[config.mk]
export PLATFORM = sky130hd
export DESIGN_NAME = cc_rsp_order_ctrl
export DESIGN_NICKNAME = d
export VERILOG_FILES = /design/src/rtl/cc_rsp_order_ctrl_pkg.sv /design/src/rtl/cc_order_fifo.sv /design/src/rtl/cc_rsp_order_ctrl.sv
export SDC_FILE = /design/constraint.sdc
export NUM_CORES = 1
export LEC_CHECK = 0
export CELL_PAD_IN_SITES_DETAIL_PLACEMENT = 0
export CELL_PAD_IN_SITES_GLOBAL_PLACEMENT = 1
export CORE_ASPECT_RATIO = 0.9
export CORE_MARGIN = 2
export CORE_UTILIZATION = 41
export CTS_BUF_LIST = sky130_fd_sc_hd__clkbuf_4
export CTS_CLUSTER_SIZE = 10
export DETAILED_ROUTE_END_ITERATION = 8
export GPL_TIMING_DRIVEN = 1
export PLACE_DENSITY = 0.9
export SYNTH_ARGS = -nofsm -noshare
export SYNTH_HDL_FRONTEND = slang
export SYNTH_SLANG_ARGS = --single-unit
[constraint.sdc]
create_clock -name clk -period 4.4 [get_ports clk]
set_clock_uncertainty 0.05 [all_clocks]
set_input_delay 0.66 -clock clk [delete_from_list [all_inputs] [get_ports clk]]
set_output_delay 0.66 -clock clk [all_outputs]
set_load 0.02 [all_outputs]
[src/rtl/cc_rsp_order_ctrl_pkg.sv]
// cc_pkg: shared types and defaults for the response-order controller.
//   state_e        - controller FSM state
//   CC_BURST_LEN   - default beats per response burst
//   CC_ORDER_DEPTH - default order-queue depth (power of two)
package cc_pkg;

  localparam int CC_BURST_LEN   = 8;
  localparam int CC_ORDER_DEPTH = 4;

  typedef enum logic [1:0] {
    IDLE       = 2'd0,
    MISS_BURST = 2'd1,
    HIT_BURST  = 2'd2
  } state_e;

endpackage

[src/rtl/cc_order_fifo.sv]
// cc_order_fifo: small synchronous FIFO holding the order of pending bursts.
//   clk, rst_n      - clock, synchronous active-low reset
//   push, push_data - write strobe / data (caller guarantees !full)
//   pop, pop_data   - read strobe (caller guarantees !empty) / head data
//   count           - registered occupancy
//   full, empty     - derived from the registered count
module cc_order_fifo #(
  parameter int DEPTH = 4,
  parameter int WIDTH = 1
) (
  input  logic                   clk,
  input  logic                   rst_n,
  input  logic                   push,
  input  logic [WIDTH-1:0]       push_data,
  input  logic                   pop,
  output logic [WIDTH-1:0]       pop_data,
  output logic [$clog2(DEPTH):0] count,
  output logic                   full,
  output logic                   empty
);

  localparam int AW = $clog2(DEPTH);

  logic [WIDTH-1:0] mem [DEPTH];
  logic [AW-1:0]    wr_ptr;
  logic [AW-1:0]    rd_ptr;

  always_ff @(posedge clk) begin
    if (!rst_n) begin
      wr_ptr <= '0;
      rd_ptr <= '0;
      count  <= '0;
    end else begin
      if (push) wr_ptr <= wr_ptr + 1'b1;
      if (pop)  rd_ptr <= rd_ptr + 1'b1;
      case ({push, pop})
        2'b10:   count <= count + 1'b1;
        2'b01:   count <= count - 1'b1;
        default: count <= count;
      endcase
    end
  end

  // Storage needs no reset: entries are only read once counted valid.
  always_ff @(posedge clk) begin
    if (push) mem[wr_ptr] <= push_data;
  end

  assign pop_data = mem[rd_ptr];
  assign full     = (count == (AW+1)'(DEPTH));
  assign empty    = (count == '0);

endmodule

[src/rtl/cc_rsp_order_ctrl.sv]
// cc_rsp_order_ctrl: returns read bursts to the interconnect in request order,
// steering each burst from either the hit path (serializer) or the miss path
// (memory). rlast toward the interconnect is generated from a local beat
// counter; source rlast inputs only feed the optional checker.
//   clk, rst_n                              - clock, synchronous active-low reset
//   req_valid_i/req_hit_i/req_ready_o       - order-entry push (hit=1 -> hit path)
//   mem_rvalid_i/mem_rlast_i/mem_rready_o   - miss-path R channel
//   hit_rvalid_i/hit_rlast_i/hit_rready_o   - hit-path R channel
//   inct_rvalid_o/inct_rlast_o/inct_rready_i- R channel to interconnect
//   sel_hit_o                               - data-mux select (1 = hit data)
//   outstanding_o                           - queued entries + active burst
//   err_o                                   - sticky protocol error
// Optional: define CC_RSP_ORDER_CHK_EN to build the protocol checker; without
// it err_o is tied low.
module cc_rsp_order_ctrl
  import cc_pkg::*;
#(
  parameter int ORDER_DEPTH = CC_ORDER_DEPTH,
  parameter int BURST_LEN   = CC_BURST_LEN
) (
  input  logic       clk,
  input  logic       rst_n,
  input  logic       req_valid_i,
  input  logic       req_hit_i,
  output logic       req_ready_o,
  input  logic       mem_rvalid_i,
  input  logic       mem_rlast_i,
  output logic       mem_rready_o,
  input  logic       hit_rvalid_i,
  input  logic       hit_rlast_i,
  output logic       hit_rready_o,
  output logic       inct_rvalid_o,
  output logic       inct_rlast_o,
  input  logic       inct_rready_i,
  output logic       sel_hit_o,
  output logic [2:0] outstanding_o,
  output logic       err_o
);

  localparam int CW = $clog2(ORDER_DEPTH) + 1;
  localparam int BW = (BURST_LEN > 1) ? $clog2(BURST_LEN) : 1;

  state_e        state, state_nxt;
  logic [BW-1:0] beat_cnt;
  logic          push, pop, head_hit, full, empty;
  logic [CW-1:0] count;
  logic          in_burst, hs, last_beat, last_hs, take_next;

  assign push = req_valid_i && req_ready_o;
  assign req_ready_o = !full;

  cc_order_fifo #(.DEPTH(ORDER_DEPTH), .WIDTH(1)) u_order_fifo (
    .clk       (clk),
    .rst_n     (rst_n),
    .push      (push),
    .push_data (req_hit_i),
    .pop       (pop),
    .pop_data  (head_hit),
    .count     (count),
    .full      (full),
    .empty     (empty)
  );

  always_comb begin
    inct_rvalid_o = 1'b0;
    mem_rready_o  = 1'b0;
    hit_rready_o  = 1'b0;
    sel_hit_o     = 1'b0;
    case (state)
      MISS_BURST: begin
        inct_rvalid_o = mem_rvalid_i;
        mem_rready_o  = inct_rready_i;
      end
      HIT_BURST: begin
        inct_rvalid_o = hit_rvalid_i;
        hit_rready_o  = inct_rready_i;
        sel_hit_o     = 1'b1;
      end
      default: ;
    endcase
  end

  assign in_burst     = (state != IDLE);
  assign hs           = in_burst && inct_rvalid_o && inct_rready_i;
  assign last_beat    = (beat_cnt == BW'(BURST_LEN - 1));
  assign last_hs      = hs && last_beat;
  assign inct_rlast_o = in_burst && last_beat;

  // A new head is taken from IDLE or straight off the last beat, so
  // back-to-back bursts have no idle bubble between them.
  assign take_next = (state == IDLE) || last_hs;
  assign pop       = take_next && !empty;

  always_comb begin
    state_nxt = state;
    if (take_next) state_nxt = empty ? IDLE : (head_hit ? HIT_BURST : MISS_BURST);
  end

  always_ff @(posedge clk) begin
    if (!rst_n) begin
      state    <= IDLE;
      beat_cnt <= '0;
    end else begin
      state <= state_nxt;
      if (take_next)  beat_cnt <= '0;
      else if (hs)    beat_cnt <= beat_cnt + 1'b1;
    end
  end

  assign outstanding_o = 3'(count) + {2'b00, in_burst};

`ifdef CC_RSP_ORDER_CHK_EN
  logic err_q, src_rlast, rlast_bad, stray_valid;

  assign src_rlast   = (state == HIT_BURST) ? hit_rlast_i : mem_rlast_i;
  assign rlast_bad   = hs && (src_rlast != inct_rlast_o);
  // Data arriving from an unselected source with nothing queued has no
  // burst it could belong to.
  assign stray_valid = empty && ((mem_rvalid_i && state != MISS_BURST) ||
                                 (hit_rvalid_i && state != HIT_BURST));

  always_ff @(posedge clk) begin
    if (!rst_n)                        err_q <= 1'b0;
    else if (rlast_bad || stray_valid) err_q <= 1'b1;
  end

  assign err_o = err_q;
`else
  logic unused_rlast;
  assign unused_rlast = mem_rlast_i ^ hit_rlast_i;
  assign err_o        = 1'b0;
`endif

endmodule
==> results of run 1 <==
layout make-up:
type | count | share of cell area
inverters | 10 | 0.0325
repair buffers | 15 | 0.126
multi-input cells | 63 | 0.457
clock inverters | 1 | 0.00314
clock buffers | 3 | 0.0188
flip-flops and latches | 18 | 0.335
well taps | 27 | 0.0283
synthesized netlist by cell type (all sizes together):
| cell type | number | area [um2] |
|---|---|---|
| and3 | 4 | 25.0 |
| a22o | 1 | 10.0 |
| clkbuf | 1 | 3.75 |
| buf | 1 | 7.51 |
| nand4 | 1 | 6.26 |
| or3 | 3 | 18.8 |
| a21boi | 5 | 41.3 |
| dfxtp | 14 | 280 |
| mux4 | 1 | 22.5 |
| xor2 | 3 | 26.3 |
| nand2 | 4 | 17.5 |
| nor3 | 1 | 5.00 |
| a41oi | 1 | 27.5 |
| ha | 12 | 150 |
| fa | 1 | 20.0 |
| xnor2 | 2 | 17.5 |
| mux2i | 2 | 20.0 |
| a32o | 2 | 20.0 |
| nor2b | 1 | 6.26 |
| and2 | 8 | 52.6 |
| conb | 1 | 3.75 |
| clkinvlp | 1 | 5.00 |
| inv | 9 | 33.8 |
| nand2b | 1 | 6.26 |
| nor2 | 4 | 17.5 |
| edfxtp | 4 | 120 |
| o21ai | 4 | 20.0 |
| or3b | 1 | 11.3 |
critical path, stage by stage, from the launching register on:
cell,delay [ps]
dfxtp_1,340
inv_1,80
ha_1,230
inv_1,100
ha_1,190
ha_1,180
xor2_1,120
clkdlybuf4s50_1,610
power groups by stage:
stage / Clock (mW) / Combinational, mW / Sequential (mW)
2_1_floorplan: 0 / 0.280 / 0.232
3_3_place_gp: 0 / 0.367 / 0.239
3_5_place_dp: 0 / 0.378 / 0.241
4_1_cts: 0.0890 / 0.384 / 0.238
5_1_grt: 0.0945 / 0.420 / 0.242
6_report: 0.0857 / 0.381 / 0.237
per-layer routing:
layer / routed length (um) / share of wire / GRT usage
met3: 86 / 0.050 / 0.0258
met2: 809 / 0.47 / 0.248
met5: 0 / 0 / 0
met1: 800 / 0.47 / 0.155
met4: 23 / 0.013 / 0.0595
path summary, 6_finish.rpt:
check / start / to / slack, ps / cells after the start
min: beat_cnt[1]$_SDFFE_PP0P_ / beat_cnt[1]$_SDFFE_PP0P_ / 470 / 2
min reg2reg: beat_cnt[1]$_SDFFE_PP0P_ / beat_cnt[1]$_SDFFE_PP0P_ / 470 / 2
max reg2reg: state[0]$_SDFFE_PN0P_ / u_order_fifo.count[2]$_SDFFE_PN0P_ / 1860 / 11
max: state[0]$_SDFFE_PN0P_ / outstanding_o[2] / 1540 / 7
stage by stage:
step | instances | cell area, um2
global placement | 133 | 1170
CTS | 137 | 1190
global route | 137 | 1190
finish | 137 | 1190
floorplan | 93 | 996
detailed placement | 133 | 1170
kinds of logic after synthesis:
group,count (synthesis)
adder cells (fa/ha/maj),13
buffers and inverters,12
other,1
flip-flops,18
XOR/XNOR,5
AO/OA/AOI/OAI,13
multiplexers,3
AND/OR/NAND/NOR,28
==> out/results.ini, run 1 <==
[outcome]
status=completed

[logic_synthesis]
yosysSeqAreaShare=0.402
ys_types=34
synth_compound_area_frac=0.119
synth_top_family_by_area=adder cells
ys_warn_count=0
synth_xor_area_frac=0.0440
syn_area_per_cell_um2=10.7
ys_ff_latch=18
synth_nets=115
synth-simple-area-share=0.167
synth_mux_area_frac=0.0427
syn_area_um2=996
synthAdderAreaFrac=0.171
syn_inst=93

[cts]
cts_hold_buf=0
clock_path_buffers=2
numCtsBuffers=3
clk_pin_slew_ps=100
htree_levels=1
cts_setup_buffers=0
clock-sinks=18
clock_latency_ps=290
cts-root-buf=clkbuf_4
tritoncts=done
cts_resized=0

[floorplanning]
fp-row-count=16
io_pins=19
initial_utilization=0.444
die_h_um=50.8
dieWidth_um=56.0
die_area_um2=2840
core_um2=2240

[layout]
layout.area.seq_um2=400
layout.nets=133
final_cell_mix=clkdlybuf4s50_1 (15), dfxtp_1 (14), ha_1 (12), inv_1 (8), and2_1 (7)
multi_input_area_um2=546
post-route-util=0.533
mostFrequentLayoutCell=clkdlybuf4s50_1
num_antenna_cells=0
fillers=216
area.growth.synth_to_final_pct=20.0
drive_above_1_share=0.118

[sta]
tns_ps=0
rsz0062_at_grt=no
hold_violations=0
finalSetupViolCount=0
finalCritPeriodShare=0.650
fmax_ghz=0.349
hold_ws_ps=466
min_period_ps=2860
slew_violations=0
fin_ws_ps=1540

[detailed_routing]
via_per_inst=5.01
vias=686
drt_iter0_markers=12
drt-wirelength-per-cell_um=12.5
drc=0
drt-pass1-iter-count=4
routed_wl_um=1720
ant_nets=0

[pwr]
power_frac_seq=0.337
p_clk_frac=0.122
p_total_mw=0.704
power.density_nw_per_um2=589
leakagePower_nw=0.501
p_comb_frac=0.541
p_sw_frac=0.402
vdd_drop_max_mv=0.320
p_int_mw=0.421
p_sw_mw=0.283

[placement]
io_buffers=15
gp_congestion=0.731
dp_worst_setup_slack_ps=1360
dp_hpwl_um=1290

[critical_path]
start_kind=flop
worstSetupEndpointType=output pin
required_ps=3690
cp_max_fo=3
worstSetupPathType=reg2out
crit_arrival_ps=2150

[worst_hold_path]
hp-class=reg2reg

[grt]
grtUsageTotal=0.136
overflow=0
first_global_vias=695
antenna_found_initial=0
grt_max_degree=13
grt_pass1_wl_um=2920

[flow_run]
max_cap_viol_count=0

Power figures use the tool's default switching activity.
==> run 2: changes to the inputs <==
Clock period 4.4 ns to 2.85 ns, I/O delays scaled along.
==> out/results.ini, run 2 (same netlist as run 1, synthesis figures left out) <==
[outcome]
status=completed

[layout]
area.growth.synth_to_final_pct=20.7
fin_area_um2=1200  ; +0.63%
mostFrequentLayoutCell=clkdlybuf4s50_1
post-route-util=0.536  ; +0.00335
fillers=210  ; -2.8%
num_antenna_cells=0  ; unchanged
layout.nets=134  ; +0.75%
final_cell_mix=clkdlybuf4s50_1 (15), dfxtp_1 (14), ha_1 (12), inv_1 (8), and2_1 (7)
drive_above_1_share=0.126  ; +0.00794

[sta]
hold_violations=0  ; unchanged
slew_violations=0  ; unchanged
finalCritPeriodShare=0.926
min_period_ps=2640
fin_ws_ps=212  ; -1330 ps
tns_ps=0  ; unchanged
rsz0062_at_grt=no
finalSetupViolCount=0  ; unchanged
fmax_ghz=0.379

[detailed_routing]
drc=0  ; unchanged
vias=679  ; -1.0%
ant_nets=0  ; unchanged
routed_wl_um=1660  ; -3.6%
via_per_inst=4.92  ; -1.7%
drt-pass1-iter-count=2  ; -2
drt_iter0_markers=6  ; -6
drt-wirelength-per-cell_um=12.0  ; -4.3%

[critical_path]
worstSetupEndpointType=output pin
required_ps=2370  ; -1320 ps
start_kind=flop
critical_path_buf_inv_count=3  ; unchanged
worstSetupPathType=reg2out
critical_path.top_delay_family=buffers and inverters
crit_arrival_ps=2160  ; about the same
cp_max_fo=3  ; unchanged
cp_common_cell=ha_1
path_cells=inv_1, ha_1, inv_1, ha_1, ha_1, xor2_1, clkdlybuf4s50_1
worst_path_max_delay_cell=clkdlybuf4s50_1
critPathMaxStageDelay_ps=610  ; about the same

[grt]
antenna_found_initial=0  ; unchanged
grt_pass1_wl_um=2930  ; +0.48%
overflow=0  ; unchanged
first_global_vias=686  ; -1.3%
grt_max_degree=13  ; unchanged
grtUsageTotal=0.133  ; -0.00227

[placement]
dp_worst_setup_slack_ps=83.2  ; -1280 ps
dp_hpwl_um=1290  ; -0.29%
io_buffers=15  ; unchanged
placed_area_um2=1180  ; +0.64%
gp_congestion=0.726  ; -0.70%

[worst_hold_path]
hp-class=reg2reg

[floorplanning]
die_h_um=50.8  ; unchanged
die_area_um2=2840  ; unchanged
initial_utilization=0.444  ; unchanged
dieWidth_um=56.0  ; unchanged
io_pins=19  ; unchanged
core_um2=2240  ; unchanged
fp-row-count=16  ; unchanged

[flow_run]
max_cap_viol_count=0  ; unchanged

[cts]
cts_setup_buffers=0  ; unchanged
numCtsBuffers=3  ; unchanged
clock-sinks=18  ; unchanged
cts_resized=0  ; unchanged
cts-root-buf=clkbuf_4
htree_levels=1  ; unchanged
clk_pin_slew_ps=110  ; about the same
clock_latency_ps=290  ; about the same
cts_hold_buf=0  ; unchanged
clock_path_buffers=2  ; unchanged
tritoncts=done

[pwr]
power.density_nw_per_um2=913  ; +55%
vdd_drop_max_mv=0.546  ; +70%
leakagePower_nw=0.507  ; +1.0%
p_total_mw=1.10  ; +56%

run 2: cell types whose count changed in the layout (fill, tap and decap cells not counted):
cell	previous run	this run
buf_4	0	1
run 2: cell type report:
class / instances / area [um2] / share of cell area
clock buffers: 3 / 22.5 / 0.0187
clock inverters: 1 / 3.75 / 0.00312
inverters: 10 / 38.8 / 0.0323
multi-input cells: 63 / 546 / 0.454
flip-flops and latches: 18 / 400 / 0.333
well taps: 27 / 33.8 / 0.0281
repair buffers: 16 / 158 / 0.131
run 2: worst min-delay path: stages, from the launching register on:
cell      delay [ps]
dfxtp_1          320
o21ai_0           70
a21boi_1          70
run 2: worst paths after layout:
| path | from | end | slack, ps | depth (start not counted) |
|---|---|---|---|---|
| setup / recovery | state[1]$_SDFFE_PN0P_ | outstanding_o[2] | 210 | 7 |
| hold / removal | u_order_fifo.rd_ptr[1]$_SDFFE_PN0P_ | u_order_fifo.rd_ptr[1]$_SDFFE_PN0P_ | 450 | 2 |
| hold reg to reg | u_order_fifo.rd_ptr[1]$_SDFFE_PN0P_ | u_order_fifo.rd_ptr[1]$_SDFFE_PN0P_ | 450 | 2 |
| setup reg to reg | state[1]$_SDFFE_PN0P_ | u_order_fifo.count[2]$_SDFFE_PN0P_ | 350 | 10 |
run 2: per-layer routing:
metal | vias up | share of wire | global-route usage
li1 | 348 | - | -
met3 | 0 | 0.057 | 0.0258
met2 | 16 | 0.47 | 0.230
met1 | 315 | 0.48 | 0.162
met4 | 0 | 0 | 0.0595
met5 | - | 0 | 0
run 2: where the power goes:
group	internal (mW)	switching (mW)	leakage, nW	total [mW]
combinational	0.293	0.310	0.340	0.603
sequential	0.318	0.0470	0.151	0.365
clock	0.0509	0.0783	0.0154	0.129
run 2: metrics by stage:
step	instances	hold slack, ps
floorplan	93	406
global placement	134	422
CTS	138	450
finish	138	449
global route	138	489
detailed placement	134	427
==> run 3: changes to the inputs <==
Settings changed: CORE_MARGIN 2 to unset, SYNTH_HIERARCHICAL set to 1.
==> out/results.ini, run 3 <==
[outcome]
status=completed

[pwr]
vdd_drop_max_mv=0.457  ; -16%
p_comb_frac=0.540  ; -0.010
leakagePower_nw=0.511  ; +0.83%
p_sw_mw=0.408  ; -6.4%
p_int_mw=0.665  ; +0.32%
power_frac_seq=0.342  ; +0.009
p_clk_frac=0.118  ; about the same
p_total_mw=1.07  ; -2.3%
p_sw_frac=0.380  ; -0.0164
power.density_nw_per_um2=872  ; -4.5%

[logic_synthesis]
synth_top_cell_area_share=0.279  ; -0.00245
synth_top_flop_cell=dfxtp_1
yosysSeqAreaShare=0.399  ; -0.00350
syn_area_per_cell_um2=10.1  ; -5.2%
syn_area_um2=1000  ; +0.88%
yosysTopAreaCell=dfxtp_1
synth_nets=121  ; +5.2%
syn_inst=99  ; +6.5%
yosysMostFrequentCell=dfxtp_1
ys_ff_latch=18  ; unchanged
synthTopCellsByCount=dfxtp_1 (14), and2_1 (12), ha_1 (12)
ys_warn_count=6  ; +6
synth_edf_count=4  ; unchanged
ys_types=30  ; -12%
async_flop_share=0  ; unchanged
synth.area.top_cells=dfxtp_1 (28%), ha_1 (15%), edfxtp_1 (12%)

[detailed_routing]
drt-pass1-iter-count=4  ; +2
drc=0  ; unchanged
routed_wl_um=1580  ; -4.7%
ant_nets=0  ; unchanged
vias=708  ; +4.3%
drt_iter0_markers=13  ; +7
drt-wirelength-per-cell_um=10.7  ; -11%
via_per_inst=4.82  ; -2.1%

[critical_path]
worstSetupPathType=reg2reg
worstSetupEndpointType=flop
path_cells=inv_1, ha_1, nand3_1, o21a_2, nor2_1, ha_1, inv_1, fa_1, xor2_1, or3_1, a21boi_1
critPathMaxStageDelay_ps=370  ; -240 ps
r2r_setup_slack_ps=250  ; -100 ps
start_kind=flop
required_ps=3030  ; +660 ps
r2r_start=state[0]$_SDFFE_PN0P_
critPathLaunch=state[0]$_SDFFE_PN0P_
r2r-end=u_order_fifo/count[2]$_SDFFE_PN0P_
crit_arrival_ps=2780  ; +620 ps
critical_path.top_delay_family=adder cells
reg2regPathDepth=11  ; +1
path_depth=11  ; +4
cp_max_fo=4  ; +1
critical_path_buf_inv_count=2  ; -1
worst_path_max_delay_cell=dfxtp_1
cp-endpoint=u_order_fifo/count[2]$_SDFFE_PN0P_

[placement]
dp.cells=143  ; +6.7%
gp_congestion=0.740  ; +1.9%
io_buffers=15  ; unchanged
dp_hpwl_um=1230  ; -4.5%

[cts]
cts_hold_buf=0  ; unchanged
clock-sinks=18  ; unchanged
numCtsBuffers=3  ; unchanged
htree_levels=1  ; unchanged
clock_latency_ps=290  ; about the same
cts_setup_buffers=0  ; unchanged
cts_resized=0  ; unchanged
cts-root-buf=clkbuf_4
clock_path_buffers=2  ; unchanged
tritoncts=done
clk_pin_slew_ps=100  ; about the same

[sta]
rsz0062_at_grt=no
finalSetupViolCount=0  ; unchanged
tns_ps=0  ; unchanged
finalCritPeriodShare=0.913  ; -0.0122
slew_violations=0  ; unchanged
min_period_ps=2600  ; -34.7 ps
hold_violations=0  ; unchanged
fmax_ghz=0.384  ; +1.3%

[grt]
grt_pass1_wl_um=2790  ; -4.9%
grtUsageTotal=0.144  ; +0.0107
grt_max_degree=14  ; +1
first_global_vias=693  ; +1.0%
antenna_found_initial=0  ; unchanged
overflow=0  ; unchanged

[floorplanning]
io_pins=19  ; unchanged
dieWidth_um=54.2  ; -3.2%
fp-row-count=16  ; unchanged
die_h_um=49.0  ; -3.5%
initial_utilization=0.448  ; +0.00391
core_um2=2240  ; unchanged
die_area_um2=2650  ; -6.6%

[layout]
post-route-util=0.549  ; +0.0123
num_antenna_cells=0  ; unchanged
final_cell_mix=clkdlybuf4s50_1 (15), dfxtp_1 (14), and2_1 (12), ha_1 (12), inv_1 (10)
area.growth.synth_to_final_pct=22.4
layout.nets=143  ; +6.7%
mostFrequentLayoutCell=clkdlybuf4s50_1
drive_above_1_share=0.108  ; -0.0178
final_cells=147  ; +6.5%

[worst_hold_path]
hp-class=reg2reg

[flow_run]
max_cap_viol_count=0  ; unchanged

[run 3: cell count changes in the layout (fill, tap and decap cells not counted), sizes merged, moves of 2 or more]
| cell | before | now |
|---|---|---|
| nor2 | 4 | 2 |
| and3 | 4 | 1 |
| buf | 1 | 3 |
| nand3b | 0 | 2 |
| a32o | 2 | 0 |
| nand3 | 0 | 3 |
| and2 | 8 | 13 |
| a21boi | 5 | 1 |
| a21oi | 0 | 3 |
[run 3: worst min path at each step]
stage	from	endpoint	depth (start not counted)
final	state[1]$_SDFFE_PN0P_	state[1]$_SDFFE_PN0P_	2
after floorplan	state[1]$_SDFFE_PN0P_	state[1]$_SDFFE_PN0P_	2
after CTS	beat_cnt[2]$_SDFFE_PP0P_	beat_cnt[2]$_SDFFE_PP0P_	2
after global placement	beat_cnt[1]$_SDFFE_PP0P_	beat_cnt[1]$_SDFFE_PP0P_	2
after detailed placement	beat_cnt[2]$_SDFFE_PP0P_	beat_cnt[2]$_SDFFE_PP0P_	2
after global routing	state[1]$_SDFFE_PN0P_	state[1]$_SDFFE_PN0P_	2
[run 3: logic make-up (layout without fill, tap and decap cells)]
kind of cell | count (synthesis) | in the layout | share of synthesized area
XOR/XNOR | 6 | 6 | 0.0523
other | 1 | 1 | 0.00373
buffers and inverters | 11 | 32 | 0.0448
AND/OR/NAND/NOR | 33 | 33 | 0.193
AO/OA/AOI/OAI | 13 | 13 | 0.0859
flip-flops | 18 | 18 | 0.399
multiplexers | 4 | 4 | 0.0523
adder cells (fa/ha/maj) | 13 | 13 | 0.169
[run 3: area by class of cell]
class,instances,area (um2)
sequential,18,400
tap,27,33.8
fill,216,1010
timing repair buffer,18,173
inverter,10,37.5
clock buffer,3,22.5
clock inverter,1,3.75
multi-input combinational,70,559
[run 3: power by group through the flow]
stage / combinational, mW / clock [mW] / sequential [mW]
floorplan: 0.415 / 0 / 0.360
global placement: 0.572 / 0 / 0.371
detailed placement: 0.583 / 0 / 0.374
CTS: 0.588 / 0.134 / 0.368
global route: 0.650 / 0.144 / 0.377
finish: 0.579 / 0.127 / 0.366
[run 3: worst reg2reg max path, delay by kind of cell, from the launching register on]
| family | cells | cell delay [ps] |
|---|---|---|
| adder cells (fa/ha/maj) | 3 | 910 |
| AND/OR/NAND/NOR | 3 | 550 |
| AO/OA/AOI/OAI | 2 | 390 |
| flip-flops | 1 | 370 |
| XOR/XNOR | 1 | 160 |
| buffers and inverters | 2 | 130 |
[run 3: per-layer routing]
layer,wire [um],up-vias,global-route usage
met5,0,-,0
met3,96,2,0.0561
met1,731,318,0.169
met2,737,18,0.238
li1,-,370,-
met4,13,0,0.0385
[run 3: through the flow]
step                      hold WS, ps  setup WS [ps]  cell area (um2)
after floorplan                   405            307             1000
after global placement            417           40.2             1200
after detailed placement          432           24.8             1200
after CTS                         448            213             1230
after global routing              463           36.3             1230
final                             448            247             1230
